### src/rtl/pwm_pkg.sv
// Shared types for the PWM channel: FSM states and the double-buffered config payload.
package pwm_pkg;

  localparam int unsigned CNT_W_DEF = 16;

  typedef enum logic [1:0] {
    PWM_IDLE     = 2'd0,
    PWM_RUN_UP   = 2'd1,
    PWM_RUN_DOWN = 2'd2
  } pwm_state_e;

  // Sized by CNT_W_DEF so the AXI register block can share the same layout.
  typedef struct packed {
    logic [CNT_W_DEF-1:0] period;
    logic [CNT_W_DEF-1:0] duty;
    logic                 center;
  } pwm_cfg_t;

endpackage

### src/rtl/pwm_if.sv
// Register-side bundle of one PWM channel: live config in, waveform and status out.
interface pwm_if
  import pwm_pkg::*;
#(
  parameter int unsigned CNT_W = CNT_W_DEF
);
  logic             tick;
  logic             enable;
  logic             center_mode;
  logic             polarity;
  logic [CNT_W-1:0] period;
  logic [CNT_W-1:0] duty;
  logic             update_req;
  logic             update_ack;
  logic             pwm_out;
  logic             period_done;
  logic [CNT_W-1:0] count_out;

  modport master (
    output tick, enable, center_mode, polarity, period, duty, update_req,
    input  update_ack, pwm_out, period_done, count_out
  );

  modport slave (
    input  tick, enable, center_mode, polarity, period, duty, update_req,
    output update_ack, pwm_out, period_done, count_out
  );
endinterface

### src/rtl/pwm_shadow_regs.sv
// Shadow copy of period/duty/mode plus the pending-update flag and its acknowledge pulse.
module pwm_shadow_regs
  import pwm_pkg::*;
(
  input  logic     clk,
  input  logic     rst_n,
  input  logic     i_load,
  input  logic     i_clr,
  input  logic     i_req,
  input  pwm_cfg_t i_live,
  output pwm_cfg_t o_cfg,
  output logic     o_pending,
  output logic     o_update_ack
);

  pwm_cfg_t r_cfg;
  logic     r_pending;
  logic     r_ack;

  // A load only acknowledges when an update was actually outstanding.
  always_ff @(posedge clk or negedge rst_n) begin
    if (!rst_n) begin
      r_cfg     <= '0;
      r_pending <= 1'b0;
      r_ack     <= 1'b0;
    end else begin
      r_ack <= i_load & (r_pending | i_req);
      if (i_load) begin
        r_cfg <= i_live;
      end
      if (i_clr || i_load) begin
        r_pending <= 1'b0;
      end else if (i_req) begin
        r_pending <= 1'b1;
      end
    end
  end

  assign o_cfg        = r_cfg;
  assign o_pending    = r_pending;
  assign o_update_ack = r_ack;

endmodule

### src/rtl/pwm_channel.sv
// Per-channel PWM engine: tick-driven period counter, edge/center alignment, glitch-free
// double-buffered period/duty/mode updates at period boundaries.
module pwm_channel
  import pwm_pkg::*;
#(
  parameter int unsigned CNT_W = CNT_W_DEF
)(
  input logic  clk,
  input logic  rst_n,
  pwm_if.slave bus
);

  pwm_state_e       r_state;
  pwm_state_e       w_state_nxt;
  logic [CNT_W-1:0] r_count;
  logic [CNT_W-1:0] w_count_nxt;
  logic             r_pwm;
  logic             w_pwm_nxt;
  logic             r_done;
  logic             w_boundary;
  logic             w_start;
  logic             w_clr;
  logic             w_upd;
  logic             w_load;
  logic             w_pending;
  logic             w_ack;
  pwm_cfg_t         w_live_cfg;
  pwm_cfg_t         w_cfg;
  logic [CNT_W-1:0] w_ps;
  logic [CNT_W-1:0] w_ds;
  logic             w_center;
  logic [CNT_W-1:0] w_inc;
  logic [CNT_W-1:0] w_dec;

  always_comb begin
    w_live_cfg        = '0;
    w_live_cfg.period = CNT_W_DEF'(bus.period);
    w_live_cfg.duty   = CNT_W_DEF'(bus.duty);
    w_live_cfg.center = bus.center_mode;
  end

  assign w_ps     = CNT_W'(w_cfg.period);
  assign w_ds     = CNT_W'(w_cfg.duty);
  assign w_center = w_cfg.center;
  assign w_inc    = r_count + CNT_W'(1);
  assign w_dec    = r_count - CNT_W'(1);
  assign w_upd    = w_pending | bus.update_req;

  always_ff @(posedge clk or negedge rst_n) begin
    if (!rst_n) begin
      r_state <= PWM_IDLE;
      r_count <= '0;
      r_pwm   <= 1'b0;
      r_done  <= 1'b0;
    end else begin
      r_state <= w_state_nxt;
      r_count <= w_count_nxt;
      r_pwm   <= w_pwm_nxt;
      r_done  <= w_boundary;
    end
  end

  // Next state, counter, compare; stop has priority over any same-cycle tick.
  always_comb begin
    w_state_nxt = r_state;
    w_count_nxt = r_count;
    w_pwm_nxt   = bus.polarity;
    w_boundary  = 1'b0;
    w_start     = 1'b0;
    w_clr       = 1'b0;
    case (r_state)
      PWM_IDLE: begin
        w_count_nxt = '0;
        if (bus.enable) begin
          w_start     = 1'b1;
          w_state_nxt = PWM_RUN_UP;
        end
      end
      PWM_RUN_UP, PWM_RUN_DOWN: begin
        if (!bus.enable) begin
          w_state_nxt = PWM_IDLE;
          w_count_nxt = '0;
          w_clr       = 1'b1;
        end else begin
          w_pwm_nxt = (r_count < w_ds) ^ bus.polarity;
          if (bus.tick) begin
            if (w_ps == '0) begin
              w_count_nxt = '0;
              w_boundary  = 1'b1;
              w_state_nxt = PWM_RUN_UP;
            end else if (!w_center) begin
              w_state_nxt = PWM_RUN_UP;
              if (r_count == w_ps) begin
                w_count_nxt = '0;
                w_boundary  = 1'b1;
              end else begin
                w_count_nxt = w_inc;
              end
            end else if (r_state == PWM_RUN_UP) begin
              w_count_nxt = w_inc;
              if (w_inc == w_ps) begin
                w_state_nxt = PWM_RUN_DOWN;
              end
            end else begin
              w_count_nxt = w_dec;
              if (w_dec == '0) begin
                w_state_nxt = PWM_RUN_UP;
                w_boundary  = 1'b1;
              end
            end
          end
        end
      end
      default: begin
        w_state_nxt = PWM_IDLE;
        w_count_nxt = '0;
      end
    endcase
  end

  // Every boundary leaves the counter at 0 in RUN_UP, so a mode change restarts cleanly.
  assign w_load = w_start | (w_boundary & w_upd);

  pwm_shadow_regs u_shadow (
    .clk          (clk),
    .rst_n        (rst_n),
    .i_load       (w_load),
    .i_clr        (w_clr),
    .i_req        (bus.update_req),
    .i_live       (w_live_cfg),
    .o_cfg        (w_cfg),
    .o_pending    (w_pending),
    .o_update_ack (w_ack)
  );

  assign bus.update_ack  = w_ack;
  assign bus.pwm_out     = r_pwm;
  assign bus.period_done = r_done;
  assign bus.count_out   = r_count;

endmodule

### src/flat_wrapper.sv
// flat-port wrapper written by rule: the top's interface ports become plain ports
module pwm_channel_flat import pwm_pkg::*;
#(
  parameter int unsigned CNT_W = CNT_W_DEF
)
  (clk, rst_n, bus_tick, bus_enable, bus_center_mode, bus_polarity, bus_period, bus_duty, bus_update_req, bus_update_ack, bus_pwm_out, bus_period_done, bus_count_out);
  pwm_if #(.CNT_W(CNT_W)) bus_i ();
  input logic clk;
  input logic rst_n;
  input wire logic [$bits(bus_i.tick)-1:0] bus_tick;
  input wire logic [$bits(bus_i.enable)-1:0] bus_enable;
  input wire logic [$bits(bus_i.center_mode)-1:0] bus_center_mode;
  input wire logic [$bits(bus_i.polarity)-1:0] bus_polarity;
  input wire logic [$bits(bus_i.period)-1:0] bus_period;
  input wire logic [$bits(bus_i.duty)-1:0] bus_duty;
  input wire logic [$bits(bus_i.update_req)-1:0] bus_update_req;
  output wire logic [$bits(bus_i.update_ack)-1:0] bus_update_ack;
  output wire logic [$bits(bus_i.pwm_out)-1:0] bus_pwm_out;
  output wire logic [$bits(bus_i.period_done)-1:0] bus_period_done;
  output wire logic [$bits(bus_i.count_out)-1:0] bus_count_out;
  assign bus_i.tick = bus_tick;
  assign bus_i.enable = bus_enable;
  assign bus_i.center_mode = bus_center_mode;
  assign bus_i.polarity = bus_polarity;
  assign bus_i.period = bus_period;
  assign bus_i.duty = bus_duty;
  assign bus_i.update_req = bus_update_req;
  assign bus_update_ack = bus_i.update_ack;
  assign bus_pwm_out = bus_i.pwm_out;
  assign bus_period_done = bus_i.period_done;
  assign bus_count_out = bus_i.count_out;
  pwm_channel #(.CNT_W(CNT_W)) u_core (.clk(clk), .rst_n(rst_n), .bus(bus_i));
endmodule
### config.mk
export PLATFORM = sky130hd
export DESIGN_NAME = pwm_channel_flat
export DESIGN_NICKNAME = d
export VERILOG_FILES = /design/src/rtl/pwm_pkg.sv /design/src/rtl/pwm_if.sv /design/src/rtl/pwm_shadow_regs.sv /design/src/rtl/pwm_channel.sv /design/src/flat_wrapper.sv
export SDC_FILE = /design/constraint.sdc
export NUM_CORES = 1
export LEC_CHECK = 0
export BUFFER_PORTS_ARGS = -buffer_cell sky130_fd_sc_hd__buf_2
export CAP_MARGIN = 20
export CORE_ASPECT_RATIO = 1.75
export CORE_UTILIZATION = 35
export CTS_CLUSTER_DIAMETER = 60
export DETAILED_ROUTE_END_ITERATION = 8
export GPL_TIMING_DRIVEN = 0
export HOLD_SLACK_MARGIN = 0.08
export SLEW_MARGIN = 25
export SYNTH_ARGS = -nofsm -noshare
export SYNTH_HDL_FRONTEND = slang
export SYNTH_SLANG_ARGS = --single-unit
export TNS_END_PERCENT = 5
### constraint.sdc
create_clock -name clk -period 8.2 [get_ports clk]
set_clock_uncertainty 0.15 [all_clocks]
set_input_delay 1.64 -clock clk [delete_from_list [all_inputs] [get_ports clk]]
set_output_delay 1.64 -clock clk [all_outputs]
set_load 0.02 [all_outputs]
# After elaboration in Yosys (flattened, before gate mapping)
# Cells that the tools add are included.
# word_totals
ff_bits,55
output_inout_bits,19
in_bits,39
elab_cells,64
# op_classes
muxes,32
n_eq_ne,8
reduce_logical,7
addsub,2
bitwise_logic,5
magnitude_cmp,1
# op_table
op,count
two-way mux 16 bit,7
equality test 16 bit,2
logical NOT 16 bit,2
adder 16 x 1 -> 16 bit (second input constant),1
< comparator 16 bit,1
two-way mux 1 bit,16
two-way mux 2 bit,8
subtractor 16 x 1 -> 16 bit (second input constant),1
inequality test 6 x 3 -> 1 bit (second input constant),1
inequality test 6 x 5 -> 1 bit (second input constant),1
one-hot mux 2 bit (2 select lines),1
AND reduction 4 bit,1
inequality test 3 bit (second input constant),1
bitwise AND 1 bit,2
equality test 2 x 1 -> 1 bit (second input constant),1
equality test 2 bit (second input constant),1
logical NOT 2 bit,1
inequality test 2 bit (second input constant),1
OR 1 bit,2
nonzero test 2 bit,1
OR reduction 2 bit,1
logical OR 1 bit,1
XOR 1 bit,1

# Logic depth before layout (Yosys ltp)
# Gate-level depths: netlist of the first run.
# depth
ltp_word,13
depth_mapped,12
depth_no_buf,10

# Modules after synthesis
# Synthesis of the first run repeated with hierarchy kept, for this count alone.
# hier_totals
hier_cells,427
hier_area_um2,4090.2
# modules_own_cells
module,instances,seq_area_each_um2,area_per_inst_um2,cells_each
pwm_channel,1,500.5,2656.3,352
pwm_shadow_regs,1,875.8,1433.9,75

# Worst setup path after synthesis of the first run
# No wires, ideal clock.
# synth_path
path_kind,register to register
from,"reg u_core.r_count[1], in the netlist u_core.bus.count_out[1]"
to,"reg u_core.u_shadow.r_cfg, in the netlist u_core.u_shadow.o_cfg[0]"
n_path_buf,2
path_stages_with_launch,13
t_arrival_ps,2957
path_slack_ps,4968
synth_period_minus_slack_ps,3232
path_cell_list,dfrtp_1 > clkbuf_1 > inv_1 > ha_1 > nor4b_2 > nand4_1 > xnor2_1 > nor3_1 > nand4b_1 > a211oi_4 > nor2_4 > buf_6 > mux2_4
# synth_via
elab_chain_len,11
word_cells_on_any_way,13
cone_classes,1 x add/sub; 1 x eq/ne; 8 x mux; 2 x bitwise; 1 x reduce/logical
# synth_rtl
element,line_no,text
start: declaration,pwm_channel.sv:15,logic [CNT_W-1:0] r_count;
start signal: assignment,pwm_channel.sv:57,r_count <= w_count_nxt;
subtractor 16 x 1 -> 16 bit,pwm_channel.sv:46,assign w_dec = r_count - CNT_W'(1);
logical NOT 16 bit,pwm_channel.sv:106,if (w_dec == '0) begin
two-way mux 1 bit,pwm_channel.sv:106,
two-way mux 1 bit,pwm_channel.sv:99,end else if (r_state == PWM_RUN_UP) begin
two-way mux 1 bit *,pwm_channel.sv:91,end else if (!w_center) begin
two-way mux 1 bit *,pwm_channel.sv:87,if (w_ps == '0) begin
two-way mux 1 bit *,pwm_channel.sv:86,if (bus.tick) begin
two-way mux 1 bit *,pwm_channel.sv:80,if (!bus.enable) begin
two-way mux 1 bit *,pwm_channel.sv:71,case (r_state)
bitwise AND 1 bit *,pwm_channel.sv:122,assign w_load = w_start | (w_boundary & w_upd);
OR 1 bit *,pwm_channel.sv:122,
end signal: assignment,pwm_shadow_regs.sv:29,r_cfg <= i_live;
end: declaration,pwm_shadow_regs.sv:16,pwm_cfg_t r_cfg;
# Mark *: on every way between the ends. The rest lies on a longest branch, timed or not.
# A chain may end at the register's enable or synchronous reset.

# Worst setup path in the final report of the first run
# layout_path
from,"reg u_core.r_count[1], in the netlist u_core.bus.count_out[1]"
to,"reg u_core.u_shadow.r_cfg, in the netlist u_core.u_shadow.o_cfg[16]"
# The elaborated chain is that of the path after synthesis.

==> out/results.ini, run 1 <==
[worst_hold_path]
hold_class = reg -> reg

[synth]
syn-num-nets = 499
synth-main-ff-cell = dfrtp_1
synthCells = 439
ys_seq_area_share_pct = 33.3
synth.cell_area_um2 = 4130
synth_seq_cells = 55
synth_edf_count = 0
syn_area_per_cell_um2 = 9.40
synthArstFlopShare_pct = 100
yosys_warnings = 0
synth.distinct_cells = 65

[finish]
layout_common_cells = 65 x buf_2, 55 x dfrtp_1, 30 x nor2_1, 30 x mux2_4, 29 x o21ai_0
fin_nets = 563
syn2layout_area_growth_pct = 15.4
drive_gt1_share_pct = 25.2
final_common_cell = buf_2
diodes = 0

[run_status]
status = finished with violations
failed_checks = DRC

[critical_path]
path_max_fanout = 10
startpoint = u_core.bus.count_out[1]
path_cells = clkbuf_1 > inv_1 > ha_1 > nor4b_2 > xnor2_1 > nand4_1 > a211oi_1 > nand4b_1 > a211oi_4 > nor2_4 > buf_6 > mux2_4
end_kind = flop
cp-endpoint = u_core.u_shadow.o_cfg[16]
cpPeakStageDelay_ns = 0.58
regToRegStartpoint = u_core.bus.count_out[1]
setup.worst_path.start_class = flop
r2r_slack_ns = 4.22
crit_arrival_ns = 4.01
critPathSlowestCell = nor4b_2
worst_r2r_path_depth = 12
worstSetupPathType = reg -> reg
rr_endpoint = u_core.u_shadow.o_cfg[16]
crit_required_ns = 8.24

[detailed_routing]
drt_iter0_markers = 143
drt_pass1_iterations = 8
routed-via-count = 3551
wl_per_cell_um = 19.5
wl_um = 12400
wl_met1_um = 4700
top_layer = met4
met3WireLength_um = 354
drc = 10
avgViaCountPerCell = 5.56
ant_nets = 0
route.met2.wl_um = 6860

[power_and_ir_drop]
p_leak_nw = 2.28
p_comb_share_pct = 52.5
intPower_mw = 0.894
p_per_area_nw_per_um2 = 325
pwr-share-clk_pct = 16.7
pwr-share-seq_pct = 30.7
switchingPower_mw = 0.655
vdd_drop_max_uv = 120
power.total_mw = 1.55
switching_share_pct = 42.3

[floorplan]
pin_count = 58
coreArea_um2 = 11500
rows = 52
dieArea_um2 = 12200
fp.dieW_um = 84.1
start_util_pct = 35.8
die_h_um = 146

[placement]
gp_congestion = 0.913
dp_hpwl_um = 9840
place_ws_ns = 4.23
portBuffers = 57

[sta]
fin_hold_ws_ns = 0.355
max_freq_ghz = 0.252
setup_viol = 0
slew_headroom_pct = 43.2
layout_min_cycle_time_ns = 3.98
setup-tns-final_ns = 0
timing.final.ws_setup_ns = 4.22
slew_viol_final = 0
rsz0062_at_grt = false
period_share_pct = 48.5
worst_slew_pin_slew_ns = 0.848
final-hold-violation-count = 0

[cts]
cts_buffer_depth = 2
numCtsBuffers = 5
cts.root.buffer_cell = clkbuf_16
cts_resized = 0
clk_pin_slew_ns = 0.08
clk_latency_ns = 0.30
clock-sinks = 55
postCtsSetupRepairBufs = 0
cts.htree.levels = 2
hold_buffers = 0
cts_tree = built

[grt]
grt.total_usage_pct = 21.1
grt_max_degree = 56
grt_pass1_vias = 3689
gr-total-overflow = 0
grt_pass1_wl_um = 19800
antenna_found_initial = 0

[job]
cap_violations = 0

critical path, delay by kind of cell (launching register included):
kind,cells,cell delay [ns]
and+or+nand+nor,4,1.13
buffers and inverters,3,0.62
AOI/OAI and AO/OA,2,0.62
DFF,1,0.46
adders and majority gates,1,0.36
muxes,1,0.31
xor gates and xnor gates,1,0.19
worst min path at each step:
stage                                   start                         to  cells after the start
floorplan            u_core.u_shadow.o_cfg[1]   u_core.u_shadow.o_cfg[1]                      1
global placement     u_core.u_shadow.o_cfg[1]   u_core.u_shadow.o_cfg[1]                      1
detailed placement   u_core.u_shadow.o_cfg[1]   u_core.u_shadow.o_cfg[1]                      1
CTS                  u_core.u_shadow.o_cfg[1]   u_core.u_shadow.o_cfg[1]                      1
global route        u_core.u_shadow.o_cfg[10]  u_core.u_shadow.o_cfg[10]                      1
finish               u_core.u_shadow.o_cfg[1]   u_core.u_shadow.o_cfg[1]                      1
per-layer routing:
layer	global-route usage (%)	vias up
met4	10.6	0
met1	22.4	1713
met3	1.99	20
met2	40.4	89
met5	0	-
li1	-	1729
area by class of cell:
| cell class | instances | area (um2) |
|---|---|---|
| well taps | 135 | 169 |
| flip-flops and latches | 55 | 1380 |
| multi-input cells | 329 | 2500 |
| fillers | 1176 | 6750 |
| clock buffers | 6 | 139 |
| plain buffers | 29 | 158 |
| inverters | 26 | 97.6 |
| repair buffers | 57 | 288 |
| clock inverters | 2 | 38.8 |
state kept, by name, indices dropped and copies added, names as in the netlist:
signal,flops
u_core.u_shadow.o_cfg,33
u_core.bus.count_out,16
u_core.r_state,2
u_core.bus.period_done,1
u_core.bus.pwm_out,1
u_core.u_shadow.o_pending,1
u_core.u_shadow.o_update_ack,1
power by group through the flow:
stage / combinational (mW) / clock, mW / sequential [mW]
floorplan: 0.599 / 0 / 0.464
global placement: 0.799 / 0 / 0.476
global route: 0.895 / 0.277 / 0.494
detailed placement: 0.814 / 0 / 0.481
CTS: 0.820 / 0.269 / 0.477
finish: 0.813 / 0.259 / 0.476
metrics by stage:
| step | area, um2 | utilization (%) | cells |
|---|---|---|---|
| floorplan | 4130 | - | 439 |
| global placement | 4580 | 39.8 | 631 |
| detailed placement | 4580 | 39.8 | 631 |
| CTS | 4760 | 41.4 | 639 |
| global route | 4760 | 41.4 | 639 |
| finish | 4760 | 41.4 | 639 |
cell families (layout without fill, tap and decap cells):
| family | count (synthesis) | count (layout) | share of synthesized area [%] |
|---|---|---|---|
| mux | 35 | 35 | 12.2 |
| flops | 55 | 55 | 33.3 |
| xor+xnor | 26 | 26 | 5.52 |
| simple gates | 152 | 152 | 20.2 |
| fa+ha+maj | 21 | 21 | 6.37 |
| compound gates | 95 | 95 | 16.2 |
| buf+inv | 55 | 120 | 6.18 |
synth_stat cells, drive strengths merged (12+ instances only):
master  instances  area (um2)
nor4           13        87.6
o21ai          30         150
nor3           17         101
a21oi          12        60.1
nor2           31         124
nand2          27         101
clkbuf         14        52.6
ha             21         263
inv            26        97.6
mux2           33         484
nand4          12        81.3
dfrtp          55        1380
nand3          15        75.1
buf            15         105
xor2           16         140
(Power assumes the default switching activity.)
==> inputs of run 2 (changes only) <==
--- a/config.mk
+++ b/config.mk
@@ -5,6 +5,7 @@
 export SDC_FILE = /design/constraint.sdc
 export NUM_CORES = 1
 export LEC_CHECK = 0
+export ABC_AREA = 1
 export BUFFER_PORTS_ARGS = -buffer_cell sky130_fd_sc_hd__buf_2
 export CAP_MARGIN = 20
 export CORE_ASPECT_RATIO = 1.75
==> constraint.sdc (replaced) <==
create_clock -name clk -period 3.6 [get_ports clk]
set_clock_uncertainty 0.15 [all_clocks]
set_input_delay 0.72 -clock clk [delete_from_list [all_inputs] [get_ports clk]]
set_output_delay 0.72 -clock clk [all_outputs]
set_load 0.02 [all_outputs]
==> out/results.ini, run 2 <==
[run_status]
status = finished clean

[synth]
yosys_warnings = 0
syn-num-nets = 675
synth-main-ff-cell = dfrtp_1
netlist_top_cells_count = 184 x nand2_1, 69 x inv_1, 69 x nand3_1
synth_seq_cells = 55
synth.distinct_cells = 35
syn_area_per_cell_um2 = 6.91
ys_seq_area_share_pct = 32.4
synth.most_common_cell = nand2_1
synth.area.top_cells = dfrtp_1 32%, nand2_1 16%, nand3_1 8.1%, ha_1 6.2%, inv_1 6.1%
yosysTopAreaCellShare_pct = 32.4
synthCells = 615
synthArstFlopShare_pct = 100
synth.cell_area_um2 = 4250
synth_edf_count = 0
yosysTopAreaCell = dfrtp_1

[critical_path]
critPathSlowestCell = dfrtp_1
cpMostUsedCell = nand2_1
cpPeakStageDelay_ns = 0.48
crit_buf_inv = 2
crit_arrival_ns = 2.87
worstSetupPathType = reg -> reg
setup.worst_path.start_class = flop
path_max_fanout = 10
crit_required_ns = 3.64
cp_top_family = simple AND/OR/NAND/NOR gates
end_kind = flop
path_cells = inv_1 > ha_1 > xnor2_1 > nand2_1 > nor2_1 > nand2_1 > nor2_1 > nand2_1 > nor2_2 > nand3_2 > nand2_2 > nand3_4 > buf_2 > nand3_1 > nand2_1

[power_and_ir_drop]
pwr-share-clk_pct = 15.4
pwr-share-seq_pct = 29.7
intPower_mw = 1.89
p_leak_nw = 2.60
p_comb_share_pct = 54.9
switching_share_pct = 46.9
switchingPower_mw = 1.67
vdd_drop_max_uv = 276
p_per_area_nw_per_um2 = 733

[cts]
cts_resized = 0
clk_pin_slew_ns = 0.07
clk_latency_ns = 0.30
cts.root.buffer_cell = clkbuf_16
clock-sinks = 55
postCtsSetupRepairBufs = 0
cts.htree.levels = 2
hold_buffers = 0
numCtsBuffers = 5
cts_tree = built
cts_buffer_depth = 2

[placement]
portBuffers = 57
dp_hpwl_um = 9880
gp_congestion = 0.918

[finish]
layout_common_cells = 184 x nand2_1, 69 x inv_1, 69 x nand3_1
largest_register_ffs = 33
final_common_cell = nand2_1
syn2layout_area_growth_pct = 14.5
utilization_pct = 41.5
drive_gt1_share_pct = 17.1
nFillCells = 1267
fin_nets = 739
diodes = 0

[detailed_routing]
routed-via-count = 4070
avgViaCountPerCell = 5.00
drt_iter0_markers = 180
drc = 0
wl_per_cell_um = 14.9
ant_nets = 0
drt_pass1_iterations = 4
wl_um = 12100

[sta]
period_share_pct = 78.6
worst_slew_pin_slew_ns = 0.730
slew_headroom_pct = 51.1
rsz0062_at_grt = false
setup-tns-final_ns = 0
slew_viol_final = 0
layout_min_cycle_time_ns = 2.83
setup_viol = 0
max_freq_ghz = 0.353
final-hold-violation-count = 0

[floorplan]
rows = 52
die_h_um = 148
coreArea_um2 = 11700
start_util_pct = 36.3
fp.dieW_um = 85.3
dieArea_um2 = 12600
pin_count = 58

[grt]
antenna_found_initial = 0
grt_max_degree = 56
grt_pass1_vias = 4047
grt_pass1_wl_um = 19500
grt.total_usage_pct = 20.2
gr-total-overflow = 0

[job]
cap_violations = 0

[worst_hold_path]
hold_class = in -> async

==> run 2: kinds of logic (layout without fill, tap and decap cells) <==
| logic type | count (synthesis) | after routing | synth area share, % |
|---|---|---|---|
| AO/OA/AOI/OAI | 56 | 56 | 6.95 |
| XOR/XNOR | 27 | 27 | 5.89 |
| buffers and inverters | 92 | 156 | 9.84 |
| flip-flops | 55 | 55 | 32.4 |
| AND/OR/NAND/NOR | 364 | 364 | 38.7 |
| adder cells (fa/ha/maj) | 21 | 21 | 6.19 |
==> run 2: path summary, 6_finish.rpt <==
kind                                                from                   endpoint  slack, ns  cells after the start
min in group clk                u_core.u_shadow.o_cfg[5]   u_core.u_shadow.o_cfg[5]       0.36                      2
worst max register to register   u_core.bus.count_out[0]  u_core.u_shadow.o_cfg[22]       0.77                     15
worst max-delay path             u_core.bus.count_out[0]  u_core.u_shadow.o_cfg[22]       0.77                     15
worst min-delay path                               rst_n    u_core.bus.count_out[1]       0.31                      1
max in group asynchronous                          rst_n    u_core.bus.count_out[6]       2.48                      1
worst min register to register  u_core.u_shadow.o_cfg[5]   u_core.u_shadow.o_cfg[5]       0.36                      2
==> run 2: power groups by stage <==
stage	Combinational, mW	Sequential [mW]	Clock, mW
floorplan	1.45	1.05	0
global placement	1.93	1.06	0
detailed placement	1.97	1.07	0
CTS	1.98	1.06	0.564
global route	2.22	1.09	0.586
finish	1.96	1.06	0.549
==> run 2: metrics by stage <==
step	cell area, um2	power (mW)	hold slack (ns)	setup slack [ns]	std cells
floorplan	4250	2.50	0.274	1.14	615
global placement	4700	2.99	0.332	0.823	807
detailed placement	4700	3.04	0.349	0.783	807
CTS	4860	3.60	0.364	0.772	814
global route	4860	3.89	0.380	0.546	814
finish	4860	3.57	0.313	0.769	814
==> run 2: worst reg2reg max path: stages, from the launching register on <==
cell     delay (ns)
dfrtp_1        0.48
inv_1          0.18
ha_1           0.29
xnor2_1        0.20
nand2_1        0.08
nor2_1         0.11
nand2_1        0.09
nor2_1         0.12
nand2_1        0.08
nor2_2         0.15
nand3_2        0.10
nand2_2        0.11
nand3_4        0.14
buf_2          0.26
nand3_1        0.10
nand2_1        0.06
==> run 2: layout make-up <==
type | instances | area (um2) | area share, %
multi-input cells | 468 | 2450 | 50.5
flip-flops and latches | 55 | 1380 | 28.3
repair buffers | 57 | 288 | 5.92
inverters | 71 | 267 | 5.48
well taps | 135 | 169 | 3.47
plain buffers | 21 | 151 | 3.11
clock buffers | 6 | 129 | 2.65
clock inverters | 1 | 30.0 | 0.617
==> run 2: routing by layer <==
metal  global-route usage [%]  vias to the layer above  share of wire [%]
met5                        0                        -                  0
met3                     2.23                       38                2.6
met4                     13.5                        0                6.7
met2                     38.5                       95                 53
li1                         -                     2087                  -
met1                     20.0                     1850                 37
==> inputs of run 3 (changes only) <==
==> constraint.sdc (replaced) <==
create_clock -name clk -period 2.5 [get_ports clk]
set_clock_uncertainty 0.15 [all_clocks]
set_input_delay 0.5 -clock clk [delete_from_list [all_inputs] [get_ports clk]]
set_output_delay 0.5 -clock clk [all_outputs]
set_load 0.02 [all_outputs]
==> out/results.ini, run 3 (synthesis results as in run 2) <==
[detailed_routing]
wl_um = 12700
routed-via-count = 4152
drt_iter0_markers = 186
drc = 0
ant_nets = 0
wl_per_cell_um = 15.2
drt_pass1_iterations = 4
avgViaCountPerCell = 4.98

[finish]
diodes = 0
nFillCells = 1238
final_area_um2 = 5240
fin_nets = 758
syn2layout_area_growth_pct = 23.4
largest_register_ffs = 33
drive_gt1_share_pct = 23.1
final_common_cell = nand2_1
utilization_pct = 44.8
layout_common_cells = 181 x nand2_1, 66 x inv_1, 66 x nand3_1

[floorplan]
coreArea_um2 = 11700
fp.dieW_um = 85.3
die_h_um = 148
start_util_pct = 36.3
dieArea_um2 = 12600
pin_count = 58
rows = 52

[run_status]
failed_checks = setup timing
status = finished with violations

[critical_path]
worstSetupPathType = reg -> reg
critPathSlowestCell = dfrtp_1
cpPeakStageDelay_ns = 0.41
path_cells = buf_6 > nor2_4 > nand2_4 > nor2_4 > buf_4 > nand3_1 > xor2_1 > nor2_4 > nand3_2 > nand2_2 > nand3_4 > nand2_8 > clkbuf_16 > nand2_1 > nand2_1
crit_required_ns = 2.54
setup.worst_path.start_class = flop
crit_buf_inv = 3
crit_arrival_ns = 2.61
end_kind = flop
path_max_fanout = 7
cpMostUsedCell = nor2_4
cp_top_family = simple AND/OR/NAND/NOR gates

[placement]
place_ws_ns = -0.317
dp_hpwl_um = 9880
gp_congestion = 0.918
portBuffers = 57
place_area_um2 = 4700

[cts]
cts_buffer_depth = 2
hold_buffers = 0
cts_tree = built
clk_pin_slew_ns = 0.07
clk_latency_ns = 0.30
cts.htree.levels = 2
clock-sinks = 55
numCtsBuffers = 5
cts.root.buffer_cell = clkbuf_16

[sta]
slew_viol_final = 0
setup-tns-final_ns = -1.87
setup_viol = 34
period_share_pct = 103
rsz0062_at_grt = true
worst_slew_pin_slew_ns = 0.717
final-hold-violation-count = 0
timing.final.ws_setup_ns = -0.0760
slew_headroom_pct = 52.2
layout_min_cycle_time_ns = 2.58
max_freq_ghz = 0.388

[power_and_ir_drop]
p_per_area_nw_per_um2 = 1040
power.total_mw = 5.46
vdd_drop_max_uv = 402
p_leak_nw = 2.77

[grt]
antenna_found_initial = 0
grt.total_usage_pct = 20.4
gr-total-overflow = 0
grt_pass1_wl_um = 19800
grt_max_degree = 56
grt_pass1_vias = 4090

[job]
cap_violations = 0

[worst_hold_path]
hold_class = in -> async

==> run 3: cell count changes in the layout (fill, tap and decap cells not counted), sizes merged <==
cell      change
buf          +20
clkbuf        -1
clkinvlp      +1
inv           -1
==> run 3: power breakdown <==
| group | internal, mW | switching [mW] | leakage [nW] |
|---|---|---|---|
| sequential | 1.21 | 0.309 | 0.702 |
| clock | 0.468 | 0.320 | 0.0769 |
| combinational | 1.22 | 1.93 | 1.99 |
==> run 3: final timing paths <==
check / from / end / slack [ns] / cells past startpoint
min in group clk: bus_duty[14] / u_core.u_shadow.o_cfg[15] / 0.24 / 3
worst min register to register: u_core.u_shadow.o_cfg[3] / u_core.u_shadow.o_cfg[3] / 0.36 / 2
worst max register to register: u_core.bus.count_out[2] / u_core.u_shadow.o_cfg[20] / -0.08 / 15
max in group asynchronous: rst_n / u_core.bus.count_out[6] / 1.61 / 1
worst min-delay path: rst_n / u_core.bus.count_out[3] / 0.09 / 1
worst max-delay path: u_core.bus.count_out[2] / u_core.u_shadow.o_cfg[20] / -0.08 / 15
==> run 3: what timing repair did <==
| action | in CTS | in global routing |
|---|---|---|
| gates cloned | 0 | 1 |
| resized for setup | 24 | 33 |
| buffers inserted | 4 | 15 |
| pin swaps | 1 | 12 |
| endpoints found under the setup margin | 43 | 46 |
==> run 3: worst reg2reg max path, stage by stage, from the launching register on <==
cell       delay, ns
dfrtp_1         0.41
buf_6           0.16
nor2_4          0.17
nand2_4         0.09
nor2_4          0.16
buf_4           0.13
nand3_1         0.08
xor2_1          0.31
nor2_4          0.09
nand3_2         0.10
nand2_2         0.07
nand3_4         0.14
nand2_8         0.12
clkbuf_16       0.19
nand2_1         0.06
nand2_1         0.04
==> run 3: layer usage <==
layer | GRT usage (%) | wire length [um] | vias up
met5 | 0 | 0 | -
met4 | 13.8 | 866 | 0
met3 | 2.23 | 309 | 37
met2 | 39.2 | 6930 | 86
met1 | 20.2 | 4560 | 1903
li1 | - | - | 2126
==> run 3: layout make-up <==
cell class / count / area (um2) / share of cell area, %
multi-input cells: 468 / 2600 / 49.7
flip-flops and latches: 55 / 1380 / 26.3
repair buffers: 77 / 480 / 9.16
inverters: 71 / 277 / 5.27
plain buffers: 20 / 174 / 3.32
well taps: 135 / 169 / 3.22
clock buffers: 6 / 129 / 2.46
clock inverters: 1 / 30.0 / 0.573
==> run 3: through the flow <==
step,hold WS (ns),std cells
finish,0.0880,833
CTS,0.144,817
detailed placement,0.349,807
global route,0.173,833
floorplan,0.0544,615
global placement,0.332,807
